===== config.mk =====
export PLATFORM = sky130hd
export DESIGN_NAME = me_search_sched
export DESIGN_NICKNAME = d
export VERILOG_FILES = /design/src/rtl/me_search_sched.sv
export SDC_FILE = /design/constraint.sdc
export NUM_CORES = 1
export LEC_CHECK = 0
export ABC_AREA = 1
export BUFFER_PORTS_ARGS = -buffer_cell sky130_fd_sc_hd__buf_2
export CAP_MARGIN = 20
export CORE_ASPECT_RATIO = 0.5
export CORE_MARGIN = 1
export CORE_UTILIZATION = 49
export CTS_CLUSTER_DIAMETER = 40
export DETAILED_ROUTE_END_ITERATION = 8
export GPL_TIMING_DRIVEN = 0
export PLACE_DENSITY_LB_ADDON = 0.08
export SLEW_MARGIN = 15
export SYNTH_ARGS = -nofsm -noshare
export SYNTH_HDL_FRONTEND = slang
export SYNTH_SLANG_ARGS = --single-unit

===== constraint.sdc =====
create_clock -name clk -period 1.7 [get_ports clk]
set_clock_uncertainty 0.1 [all_clocks]
set_input_delay 0.085 -clock clk [delete_from_list [all_inputs] [get_ports clk]]
set_output_delay 0.085 -clock clk [all_outputs]
set_load 0.02 [all_outputs]

===== src/rtl/me_search_sched.sv =====
// Motion-estimation search-point scheduler: raster-walks the search grid, issues a
// reference-row burst per point, collects PE SAD results and keeps the best point.
//
// state    | meaning
// IDLE     | waiting for start; results held
// WAIT_REF | scan accepted, waiting for reference preload
// READ     | issuing ROWS reference row reads for point (x,y)
// WAIT_SAD | burst issued, waiting for the PE SAD of (x,y)
// DONE     | last point consumed, done pulse
module me_search_sched #(
  parameter int SR_W   = 8,
  parameter int SR_H   = 8,
  parameter int ROWS   = 4,
  parameter int ADDR_W = 7,
  parameter int MV_W   = 4,
  parameter int SAD_W  = 16
) (
  input  logic              clk,
  input  logic              rst_n,
  input  logic              start,
  input  logic              abort,
  input  logic              ref_ready,
  output logic              rd_en,
  output logic [ADDR_W-1:0] rd_address,
  output logic [MV_W-1:0]   rd_col,
  input  logic              pe_sad_valid,
  input  logic [SAD_W-1:0]  pe_sad,
  output logic              busy,
  output logic              done,
  output logic [SAD_W-1:0]  best_sad,
  output logic [MV_W-1:0]   best_mv_x,
  output logic [MV_W-1:0]   best_mv_y,
  output logic              err
);

  localparam int RC_W = (ROWS > 1) ? $clog2(ROWS) : 1;
  localparam logic [RC_W-1:0] ROW_LAST = RC_W'(ROWS - 1);
  localparam logic [MV_W-1:0] X_LAST   = MV_W'(SR_W - 1);
  localparam logic [MV_W-1:0] Y_LAST   = MV_W'(SR_H - 1);

  typedef enum logic [2:0] {IDLE, WAIT_REF, READ, WAIT_SAD, DONE} state_t;

  state_t          state, state_nxt;
  logic [MV_W-1:0] x, y;
  logic [RC_W-1:0] row_cnt;
  logic            last_pt;

  assign last_pt = (x == X_LAST) && (y == Y_LAST);

  always_comb begin
    state_nxt = state;
    case (state)
      IDLE:     if (start) state_nxt = WAIT_REF;
      WAIT_REF: if (ref_ready) state_nxt = READ;
      READ:     if (row_cnt == ROW_LAST) state_nxt = WAIT_SAD;
      WAIT_SAD: if (pe_sad_valid) state_nxt = last_pt ? DONE : READ;
      DONE:     state_nxt = IDLE;
      default:  state_nxt = IDLE;
    endcase
    if (abort) state_nxt = IDLE;
  end

  // rd_* are registered from the current READ state, so each beat lags its row_cnt by one cycle.
  always_ff @(posedge clk or negedge rst_n) begin
    if (!rst_n) begin
      state      <= IDLE;
      x          <= '0;
      y          <= '0;
      row_cnt    <= '0;
      rd_en      <= 1'b0;
      rd_address <= '0;
      rd_col     <= '0;
      busy       <= 1'b0;
      done       <= 1'b0;
      err        <= 1'b0;
      best_sad   <= '1;
      best_mv_x  <= '0;
      best_mv_y  <= '0;
    end else begin
      state <= state_nxt;
      busy  <= (state_nxt != IDLE);
      done  <= (state_nxt == DONE);
      rd_en <= (state == READ) && !abort;
      if (state == READ) begin
        rd_address <= ADDR_W'(y) + ADDR_W'(row_cnt);
        rd_col     <= x;
      end
      if (abort) begin
        x         <= '0;
        y         <= '0;
        row_cnt   <= '0;
        best_sad  <= '1;
        best_mv_x <= '0;
        best_mv_y <= '0;
      end else begin
        if (pe_sad_valid && (state != WAIT_SAD)) err <= 1'b1;
        case (state)
          IDLE: begin
            if (start) begin
              x         <= '0;
              y         <= '0;
              best_sad  <= '1;
              best_mv_x <= '0;
              best_mv_y <= '0;
              err       <= 1'b0;
            end
          end
          WAIT_REF: row_cnt <= '0;
          READ:     row_cnt <= (row_cnt == ROW_LAST) ? '0 : row_cnt + RC_W'(1);
          WAIT_SAD: begin
            if (pe_sad_valid) begin
              // strict compare keeps the earliest point on ties
              if (pe_sad < best_sad) begin
                best_sad  <= pe_sad;
                best_mv_x <= x;
                best_mv_y <= y;
              end
              if (!last_pt) begin
                if (x == X_LAST) begin
                  x <= '0;
                  y <= y + MV_W'(1);
                end else begin
                  x <= x + MV_W'(1);
                end
              end
            end
          end
          default: ;
        endcase
      end
    end
  end

endmodule


==> results of run 1 <==
==> cells in the final DEF, fill, tap and decap left out, types with 3 or more instances in the layout <==
cell type / instances
sky130_fd_sc_hd__or2_2: 15
sky130_fd_sc_hd__buf_4: 22
sky130_fd_sc_hd__ha_1: 10
sky130_fd_sc_hd__buf_6: 3
sky130_fd_sc_hd__inv_2: 9
sky130_fd_sc_hd__nand3_1: 31
sky130_fd_sc_hd__clkbuf_16: 6
sky130_fd_sc_hd__dlygate4sd3_1: 3
sky130_fd_sc_hd__nand3_2: 3
sky130_fd_sc_hd__dfstp_2: 16
sky130_fd_sc_hd__clkbuf_1: 4
sky130_fd_sc_hd__ha_4: 9
sky130_fd_sc_hd__dfrtp_1: 34
sky130_fd_sc_hd__nand2_1: 78
sky130_fd_sc_hd__a21oi_1: 7
sky130_fd_sc_hd__o21ai_2: 4
sky130_fd_sc_hd__nor3_1: 3
sky130_fd_sc_hd__nand4_1: 5
sky130_fd_sc_hd__nor2_1: 15
sky130_fd_sc_hd__o21ai_0: 11
sky130_fd_sc_hd__nor2_4: 4
sky130_fd_sc_hd__nand2_4: 5
sky130_fd_sc_hd__nand2_2: 20
sky130_fd_sc_hd__inv_1: 35
sky130_fd_sc_hd__nor3_2: 3
sky130_fd_sc_hd__buf_2: 60
==> Yosys cell counts <==
cell / count / area (um^2)
sky130_fd_sc_hd__o21ai_0: 16 / 80.08
sky130_fd_sc_hd__buf_4: 3 / 22.52
sky130_fd_sc_hd__a211oi_1: 1 / 7.510
sky130_fd_sc_hd__ha_1: 20 / 250.2
sky130_fd_sc_hd__nand3b_1: 1 / 7.510
sky130_fd_sc_hd__fa_1: 1 / 20.02
sky130_fd_sc_hd__a21oi_1: 9 / 45.04
sky130_fd_sc_hd__nor2_2: 2 / 12.51
sky130_fd_sc_hd__dfstp_2: 16 / 420.4
sky130_fd_sc_hd__nand2_1: 99 / 371.6
sky130_fd_sc_hd__nor2_4: 1 / 11.26
sky130_fd_sc_hd__xor2_1: 2 / 17.52
sky130_fd_sc_hd__nand3_1: 32 / 160.2
sky130_fd_sc_hd__a31oi_1: 1 / 6.260
sky130_fd_sc_hd__or2_2: 15 / 93.84
sky130_fd_sc_hd__dfrtp_1: 34 / 850.8
sky130_fd_sc_hd__inv_1: 42 / 157.7
sky130_fd_sc_hd__o41ai_1: 3 / 26.28
sky130_fd_sc_hd__conb_1: 1 / 3.750
sky130_fd_sc_hd__nor2_1: 17 / 63.81
sky130_fd_sc_hd__o22ai_1: 1 / 6.260
sky130_fd_sc_hd__buf_2: 4 / 20.02
sky130_fd_sc_hd__nand2_2: 2 / 12.51
sky130_fd_sc_hd__nand4_1: 5 / 31.28
sky130_fd_sc_hd__inv_2: 3 / 11.26
sky130_fd_sc_hd__nand2_4: 3 / 33.78
sky130_fd_sc_hd__o31ai_1: 2 / 15.01
sky130_fd_sc_hd__buf_6: 2 / 22.52
sky130_fd_sc_hd__nor3_1: 6 / 30.03
sky130_fd_sc_hd__nand3_2: 3 / 30.03
sky130_fd_sc_hd__o211ai_1: 1 / 7.510
sky130_fd_sc_hd__clkbuf_1: 4 / 15.01
==> cell type report <==
cell class,instances,share of cell area [%]
Sequential cell,50,32.45
Timing Repair Buffer,84,13.61
Clock buffer,6,3.545
Tap cell,73,2.332
Clock inverter,2,0.4152
Buffer,11,1.821
Multi-Input combinational cell,246,41.42
Inverter,45,4.408
==> per-stage QoR <==
step | instances | TNS (ns)
CTS | 514 | -5.591
detailed placement | 484 | -6.805
global placement | 484 | -5.783
global route | 517 | -8.016
finish | 517 | -5.750
floorplan | 353 | -3.854
==> what timing repair did <==
action | CTS | global route
pin swaps | 13 | 21
setup buffers | 18 | 4
hold buffers | 3 | 0
gates cloned | 2 | 1
endpoints found under the hold margin | 40 | 0
gates resized for setup | 24 | 40
endpoints found under the setup margin | 32 | 35
==> logic make-up after synthesis <==
kind of cell	after synthesis	synth area share, %
simple gates	186	29.97
buf+inv	58	8.693
flops	50	44.39
compound gates	34	6.772
fa+ha+maj	21	9.436
xor+xnor	2	0.6117
other cells	1	0.1309
==> critical path, stage by stage (launching register included) <==
cell and delay [ns]:
sky130_fd_sc_hd__dfstp_2 0.55, sky130_fd_sc_hd__inv_2 0.05, sky130_fd_sc_hd__ha_4 0.27, sky130_fd_sc_hd__nand2_2 0.05
sky130_fd_sc_hd__inv_2 0.06, sky130_fd_sc_hd__nand3_2 0.06, sky130_fd_sc_hd__nor3_2 0.19, sky130_fd_sc_hd__nand2_2 0.09
sky130_fd_sc_hd__nand2_4 0.12, sky130_fd_sc_hd__nand2_8 0.09, sky130_fd_sc_hd__clkbuf_16 0.17, sky130_fd_sc_hd__nand2_2 0.04
sky130_fd_sc_hd__nand2_1 0.05
==> worst paths after layout <==
path	from	endpoint	slack (ns)	cells after the start
worst min register to register	rd_address[4]	rd_address[4]	0.38	2
worst max register to register	best_sad[11]	best_mv_x[1]	-0.28	12
worst min-delay path	pe_sad[8]	best_sad[8]	0.002	4
worst max-delay path	best_sad[11]	best_mv_x[1]	-0.28	12
min in group asynchronous	rst_n	err	0.26	2
max in group asynchronous	rst_n	x[2]	0.81	2
==> layer usage <==
metal / wire length, um / part of all wire, % / GRT usage, % / vias up
li1: - / - / - / 1313
met1: 3400 / 48 / 32.83 / 1232
met2: 3325 / 47 / 37.05 / 57
met3: 257 / 3.7 / 5.035 / 9
met4: 46 / 0.65 / 2.632 / 0
met5: 0 / 0 / 0 / -
==> power by group through the flow <==
stage / Sequential [mW] / Combinational, mW / Clock [mW]
after detailed placement: 1.35 / 0.594 / 0
final: 1.33 / 0.769 / 1.05
after global placement: 1.35 / 0.576 / 0
after CTS: 1.33 / 0.733 / 1.07
after global routing: 1.34 / 0.853 / 1.13
after floorplan: 1.43 / 0.322 / 0
==> state kept, by name, indices dropped and copies added, names as in the netlist <==
signal	count
rd_address	5
row_cnt	2
x	4
best_mv_y	4
y	4
best_mv_x	4
rd_col	4
state	3
rd_en	1
err	1
done	1
best_sad	16
busy	1
==> out/results.tsv, run 1 <==
metric	value	unit
pin_count_of_the_biggest_net_entering_global_routing	51	
place.detailed.hpwl	4.692	mm
min_path_type	in -> reg	
cts_tree	yes	
timing.final.hold_violations	0	
die_width	110.1	um
required	1.78	ns
die-height	56.06	um
cts_sinks	50	
portBuffers	58	
cts_buffers	5	
final-seq-area	0.001271	mm^2
layout-drive-gt1-share	43.47	%
final_standard_cell_utilization_of_the_core	70.42	%
switching_share	30.47	%
violations	negative setup slack	
p_seq_share	42.2	%
fp.coreArea	0.005563	mm^2
max_slew_margin	57.73	%
ant_nets	0	
io_pins	61	
grt_setup_unrepaired	yes	
path_class	reg -> reg	
vias	2611	
syn_area	0.002864	mm^2
leak_pwr	2.041	nW
flip_flop_and_latch_count_after_synthesis	50	
slew_at_the_pin_closest_to_its_max_slew_limit	0.6341	ns
cts_buffer_depth	2	
ys_warn_count	0	
share_clk_of_total_power	33.3	%
grt_util_all_layers	22.99	%
sum_of_overflow_across_all_layers_after_global_routing	0	
max_freq	504.6	MHz
place_congestion	0.8262	
wl_per_cell	13.60	um
final_min_period_over_clock_period	116.6	%
synth_cell_types	32	
power_density	803.7	mW/mm^2
timing.critical_path.to_type	flip-flop	
number_of_standard_cells_after_synthesis	352	
route.detailed.vias_per_inst	5.050	
detailedRoute.firstPassIterationCount	4	
synth.avg_cell_area	8.136	um^2
drt_iter0_markers	126	
antennaDiodeCount	0	
design_area	0.003918	mm^2
detail_route.wirelength	7.030	mm
grt_antenna_before_repair	0	
power.ir.vdd_worst	666.5	uV
placement.cell_area	0.003279	mm^2
filler_cell_count	443	
initial_core_util	51.48	%
finalSetupViolCount	24	
holdWs	0.001902	ns
first_pass_grt_wire_length	11.01	mm
critical_path_peak_fanout	7	
grt_pass1_vias	2420	
path_clk_slew	0.07	ns
remaining_drc_errors	0	
power.net_switching	0.9592	mW
fin_nets	486	
crit_path_start_kind	flip-flop	
placement_rows	19	
layout-area-overhead-vs-synth	36.78	%
post_placement_worst_setup_slack	-0.3116	ns
status	complete, but fails checks	
clock-root-buffer	sky130_fd_sc_hd__clkbuf_16	
power_frac_comb	24.4	%
max_cap_viol_count	0	
clk_latency	0.29	ns
sequential_share_of_the_synthesized_area	44.39	%
cts_htree_levels	2	
worstPathArrival	2.06	ns
internal-power	2.189	mW
die-area	0.006173	mm^2
final.setup.worst_slack	-0.2816	ns
totalPowerFinal	3.148	mW
fin_crit	1.982	ns
multi_input_comb_area	0.001623	mm^2
timing.final.max_slew_violations	0	
No activity file was read; power rests on OpenSTA's default activity.
==> inputs of run 2 (changes only) <==
- CAP_MARGIN: 20 -> unset
- CORE_UTILIZATION: 49 -> 51
- CTS_BUF_LIST: unset -> sky130_fd_sc_hd__clkbuf_4 sky130_fd_sc_hd__clkbuf_8
==> run 2 against run 1 <==
The flow still finishes with violations (negative setup slack). Utilization increased by 6.3 points. Critical path depth unchanged. Worst hold slack better by 0.013 ns. Non-clock buffer count grew 11. Critical path type unchanged. Via count rose by 5.0%. Wire length is 4.5% higher. Critical endpoint is now best_mv_x[2].
==> out/results.tsv, run 2 (synthesis results as in run 1) <==
metric	value	unit	change
status	complete, but fails checks		
violations	negative setup slack		
max_flop_register	best_sad		
cts_buffer_depth	2		unchanged
top_usage_layer	met2		
cts_sinks	50		unchanged
initial_core_util	55.53	%	+4.0 points
power_density	762.7	mW/mm^2	-5.1%
critical_path.endpoint	best_mv_x[2]		
source_of_the_worst_register_to_register_timing_path	best_sad[11]		
clock-root-buffer	sky130_fd_sc_hd__clkbuf_8		
die_width	108.0	um	-1.9%
ant_nets	0		unchanged
cts_htree_levels	2		unchanged
leak_pwr	2.083	nW	+2.0%
groute.layer.met2.usage	43.95	%	+6.9 points
cts_tree	yes		
final_min_period_over_clock_period	115.6	%	-0.99 points
drt_iter0_markers	175		+39%
filler_cell_count	366		-17%
timing.final.hold_violations	0		unchanged
maximum_cell_stage_delay_along_the_critical_path	0.55	ns	about the same
critical_path_peak_fanout	6		-1
remaining_drc_errors	0		unchanged
crit_path_start_kind	flip-flop		
first_pass_grt_wire_length	11.23	mm	+1.9%
grt_util_all_layers	25.15	%	+2.2 points
die-height	54.99	um	-1.9%
sum_of_overflow_across_all_layers_after_global_routing	0		unchanged
worstPathArrival	2.08	ns	+0.02 ns
cpMostUsedCell	sky130_fd_sc_hd__nand2_2		
cts_buffers	5		unchanged
grt_antenna_before_repair	0		unchanged
grt_pass1_vias	2421		+0.041%
timing.reg2reg.setup_slack	-0.26	ns	+0.02 ns
most_frequent_cells_in_the_layout	71 x sky130_fd_sc_hd__nand2_1, 60 x sky130_fd_sc_hd__buf_2, 36 x sky130_fd_sc_hd__inv_1, 33 x sky130_fd_sc_hd__dfrtp_1, 31 x sky130_fd_sc_hd__nand3_1		
detailedRoute.firstPassIterationCount	4		unchanged
antennaDiodeCount	0		unchanged
io_pins	61		unchanged
max_freq	509.0	MHz	+0.86%
path_clk_slew	0.10	ns	+0.03 ns
layout.cells.non_filler	525		+1.5%
crit_path_cell_chain	inv_2 > ha_4 > nand2_2 > inv_2 > nand3_2 > nor3_2 > nand2_2 > nand2_4 > nand2_8 > buf_6 > nand2_2 > nand2_2		
crit_start	best_sad[11]		
placed_cells_incl_taps	481		-0.62%
placement_rows	18		-1
layout-area-overhead-vs-synth	38.18	%	
place.detailed.hpwl	4.616	mm	-1.6%
holdWs	0.01520	ns	+0.01330 ns
path_class	reg -> reg		
max_cap_viol_count	0		unchanged
route.detailed.vias_per_inst	5.223		+3.4%
fin_nets	497		+2.3%
detail_route.wirelength	7.347	mm	+4.5%
totalPowerFinal	3.018	mW	-4.1%
vias	2742		+5.0%
required	1.81	ns	+0.03 ns
largest_register_ffs	16		unchanged
cell_at_the_slowest_stage_of_the_critical_path	sky130_fd_sc_hd__dfstp_2		
wl_per_cell	13.99	um	+2.9%
met3_usage	5.035	%	unchanged
fin_crit	1.965	ns	-0.01683 ns
layout_top_registers	best_sad (16), rd_address (5)		
final_common_cell	sky130_fd_sc_hd__nand2_1		
slew_at_the_pin_closest_to_its_max_slew_limit	0.6508	ns	+0.01675 ns
clk_latency	0.31	ns	+0.02 ns
post_placement_worst_setup_slack	-0.2946	ns	+0.01705 ns
r2r_end	best_mv_x[2]		
pin_count_of_the_biggest_net_entering_global_routing	51		unchanged
final.setup.worst_slack	-0.2648	ns	+0.01683 ns
grt_util_met1	32.43	%	-0.40 points
layout-drive-gt1-share	43.52	%	+0.048 points
timing.final.max_slew_violations	0		unchanged
max_slew_margin	56.61	%	-1.1 points
fp.coreArea	0.005157	mm^2	-7.3%
die-area	0.005938	mm^2	-3.8%
grt_setup_unrepaired	yes		
finalSetupViolCount	24		unchanged
timing.critical_path.to_type	flip-flop		
portBuffers	58		unchanged
min_path_type	in -> reg		
power.ir.vdd_worst	444.2	uV	-33%
place_congestion	0.8057		-2.5%
worst_case_reg_to_reg_path_depth	12		unchanged
run 2: layer usage:
layer,vias to the layer above,share of wire [%]
met4,0,0.90
met3,12,4.8
met2,84,48
li1,1334,-
met5,-,0
met1,1312,46
run 2: worst max-delay path: cells and delay by family, from the launching register on:
kind / cells / cell delay, ns
buf+inv: 3 / 0.23
simple gates: 8 / 0.72
flops: 1 / 0.55
fa+ha+maj: 1 / 0.26
run 2: worst min path at each step:
stage / start / to / cells after the start / slack [ns]
floorplan: rst_n / best_mv_x[0] / 0 / -0.31
global placement: rst_n / best_mv_y[3] / 1 / 0.25
detailed placement: rst_n / best_mv_y[3] / 1 / 0.27
CTS: pe_sad[9] / best_sad[9] / 4 / 0.0007
global route: pe_sad[10] / best_sad[10] / 4 / 0.03
finish: pe_sad[13] / best_sad[13] / 4 / 0.02
run 2: cell type report:
class	count	area (um^2)	share of cell area (%)
Sequential cell	50	1272	32.15
Inverter	45	168.9	4.268
Multi-Input combinational cell	246	1618	40.88
Timing Repair Buffer	93	599.3	15.14
Tap cell	70	87.58	2.213
Buffer	13	90.09	2.276
Clock buffer	6	82.58	2.087
Clock inverter	2	38.79	0.9801
run 2: what timing repair did:
item                                    CTS  global route
cloned                                    3             0
endpoints found under the hold margin    51             0
pin swaps                                17            13
hold buffers                             13             0
buffers inserted                         13             7
endpoints found under the setup margin   32            36
resized for setup                        29            42
run 2: report_power, final:
part	internal, mW	switching (mW)
Combinational	0.312	0.461
Sequential	1.28	0.0449
Clock	0.485	0.432
run 2: metrics by stage:
step | instance area, um^2 | TNS [ns] | util (%)
6_report | 3958 | -5.621 | 76.73
5_1_grt | 3958 | -7.913 | 76.73
4_1_cts | 3769 | -4.538 | 73.07
3_5_place_dp | 3276 | -6.328 | 63.51
3_3_place_gp | 3276 | -5.491 | 63.51
2_1_floorplan | 2898 | -3.854 | -
==> inputs of run 3 (changes only) <==
- PLACE_DENSITY: unset -> 0.78
- PLACE_DENSITY_LB_ADDON: 0.08 -> unset
==> run 3 against run 2 <==
The flow still finishes with violations (negative setup slack). Worst setup slack got worse by 0.019 ns. Global-route usage rose by 2.2 points. Clock power fell by 2.2%. Sequential cell count did not move. Sequential power barely moved. Wire length rose by 7.0%. Register-to-register slack got worse by 0.02 ns. Non-clock buffer count fell by 4. Utilization rose by 1.2 points. Die area did not move. Critical endpoint is now best_mv_y[1]. Largest cell class unchanged.
==> out/results.tsv, run 3 (synthesis results as in run 1) <==
metric	value	unit	change
layout-area-overhead-vs-synth	40.37	%	
crit_start	best_sad[13]		
cts_buffer_depth	2		unchanged
source_of_the_worst_register_to_register_timing_path	best_sad[13]		
r2r_end	best_mv_y[1]		
die-height	54.99	um	unchanged
totalPowerFinal	3.096	mW	+2.6%
setup_total_negative_slack	-6.006	ns	-0.3855 ns
crit_path_start_kind	flip-flop		
holdWs	0.01847	ns	+0.003268 ns
grt_setup_unrepaired	yes		
path_clk_slew	0.10	ns	about the same
detailedRoute.firstPassIterationCount	4		unchanged
final.setup.worst_slack	-0.2837	ns	-0.01894 ns
fin_crit	1.984	ns	+0.01894 ns
power.ir.vdd_worst	550.0	uV	+24%
die-area	0.005938	mm^2	unchanged
placement_rows	18		unchanged
power_density	770.2	mW/mm^2	+0.99%
first_pass_grt_wire_length	12.03	mm	+7.2%
clock-root-buffer	sky130_fd_sc_hd__clkbuf_8		
multi_input_comb_area	0.001687	mm^2	+4.3%
most_frequent_cells_in_the_layout	74 x sky130_fd_sc_hd__nand2_1, 60 x sky130_fd_sc_hd__buf_2, 34 x sky130_fd_sc_hd__dfrtp_1, 30 x sky130_fd_sc_hd__inv_1, 26 x sky130_fd_sc_hd__nand3_1		
timing.critical_path.to_type	flip-flop		
remaining_drc_errors	0		unchanged
antennaDiodeCount	0		unchanged
required	1.81	ns	about the same
path_class	reg -> reg		
critical_path.endpoint	best_mv_y[1]		
largest_register_ffs	16		unchanged
timing.final.max_slew_violations	0		unchanged
clk_latency	0.32	ns	about the same
die_width	108.0	um	unchanged
final_common_cell	sky130_fd_sc_hd__nand2_1		
initial_core_util	55.53	%	unchanged
cts_buffers	5		unchanged
drt_iter0_markers	81		-54%
worst_case_reg_to_reg_path_depth	12		unchanged
layout_top_registers	best_sad (16), rd_address (5)		
ant_nets	0		unchanged
max_cap_viol_count	0		unchanged
place_congestion	0.8080		+0.29%
placement.cell_area	0.003276	mm^2	unchanged
finalSetupViolCount	31		+29%
status	complete, but fails checks		
post_placement_worst_setup_slack	-0.3222	ns	-0.02758 ns
portBuffers	58		unchanged
filler_cell_count	342		-6.6%
final-seq-area	0.001271	mm^2	about the same
final_standard_cell_utilization_of_the_core	77.95	%	+1.2 points
layout-drive-gt1-share	46.12	%	+2.6 points
critical_path_peak_fanout	5		-1
violations	negative setup slack		
place.detailed.hpwl	4.637	mm	+0.45%
sum_of_overflow_across_all_layers_after_global_routing	0		unchanged
timing.reg2reg.setup_slack	-0.28	ns	-0.02 ns
grt_util_all_layers	27.36	%	+2.2 points
io_pins	61		unchanged
cts_tree	yes		
grt_antenna_before_repair	0		unchanged
max_freq	504.1	MHz	-0.95%
detail_route.wirelength	7.861	mm	+7.0%
design_area	0.004020	mm^2	+1.6%
grt_pass1_vias	2611		+7.8%
cts_htree_levels	2		unchanged
pin_count_of_the_biggest_net_entering_global_routing	51		unchanged
final_min_period_over_clock_period	116.7	%	+1.1 points
fin_nets	493		-0.80%
fp.coreArea	0.005157	mm^2	unchanged
cts_sinks	50		unchanged
slew_at_the_pin_closest_to_its_max_slew_limit	0.6501	ns	-0.0007133 ns
leak_pwr	2.024	nW	-2.8%
route.detailed.vias_per_inst	5.321		+1.9%
min_path_type	in -> reg		
worstPathArrival	2.09	ns	about the same
wl_per_cell	15.09	um	+7.8%
layout.cells.non_filler	521		-0.76%
max_slew_margin	56.66	%	about the same
max_flop_register	best_sad		
placed_cells_incl_taps	481		unchanged
timing.final.hold_violations	0		unchanged
vias	2772		+1.1%
run 3: cell count changes in the layout (fill, tap and decap cells not counted), sizes merged:
cell / previous run / this run
buf: 89 / 86
dlygate4sd3: 13 / 12
clkbuf: 10 / 9
inv: 46 / 45
clkinvlp: 0 / 2
run 3: worst min-delay path by stage:
| stage | from | end | slack, ns | cells past startpoint |
|---|---|---|---|---|
| 2_1_floorplan | rst_n | best_mv_x[0] | -0.31 | 0 |
| 3_3_place_gp | rst_n | rd_address[0] | 0.24 | 1 |
| 3_5_place_dp | rst_n | err | 0.27 | 1 |
| 4_1_cts | pe_sad[9] | best_sad[9] | 0.004 | 4 |
| 5_1_grt | pe_sad[11] | best_sad[11] | 0.03 | 4 |
| 6_report | pe_sad[5] | best_sad[5] | 0.02 | 4 |
run 3: routing by layer:
| metal | GRT usage, % | wire, um | vias to the layer above |
|---|---|---|---|
| met5 | 0 | 0 | - |
| met4 | 10.73 | 180 | 0 |
| met3 | 5.386 | 459 | 23 |
| met2 | 51.38 | 3874 | 108 |
| met1 | 32.15 | 3346 | 1317 |
| li1 | - | - | 1324 |
run 3: critical path: stages, from the launching register on:
cell	delay [ns]
sky130_fd_sc_hd__dfstp_2	0.56
sky130_fd_sc_hd__inv_2	0.05
sky130_fd_sc_hd__ha_4	0.21
sky130_fd_sc_hd__nand2_1	0.06
sky130_fd_sc_hd__nand2_1	0.06
sky130_fd_sc_hd__a21oi_2	0.16
sky130_fd_sc_hd__o21ai_2	0.07
sky130_fd_sc_hd__nor2_2	0.14
sky130_fd_sc_hd__nand2_4	0.11
sky130_fd_sc_hd__buf_6	0.14
sky130_fd_sc_hd__buf_6	0.12
sky130_fd_sc_hd__nand3_2	0.05
sky130_fd_sc_hd__nand2_1	0.05
run 3: final cells by class:
| class | instances | area share (%) |
|---|---|---|
| clock inverter | 3 | 1.214 |
| tap | 70 | 2.179 |
| sequential | 50 | 31.62 |
| clock buffer | 5 | 1.712 |
| inverter | 45 | 4.295 |
| buffer | 13 | 2.241 |
| timing repair buffer | 89 | 14.78 |
| multi-input combinational | 246 | 41.95 |
run 3: power by group:
part | switching (mW) | leakage, nW | internal (mW) | total (mW)
Combinational | 0.511 | 1.33 | 0.357 | 0.868
Sequential | 0.0479 | 0.637 | 1.28 | 1.33
Clock | 0.447 | 0.0563 | 0.449 | 0.896
run 3: timing repair:
action                                 CTS  global route
pin swaps                               22            19
cloned                                   4             0
endpoints found under the hold margin   49             0
hold buffers                            12             0
setup endpoints to repair               33            36
setup buffers                           14             2
gates resized for setup                 48            38
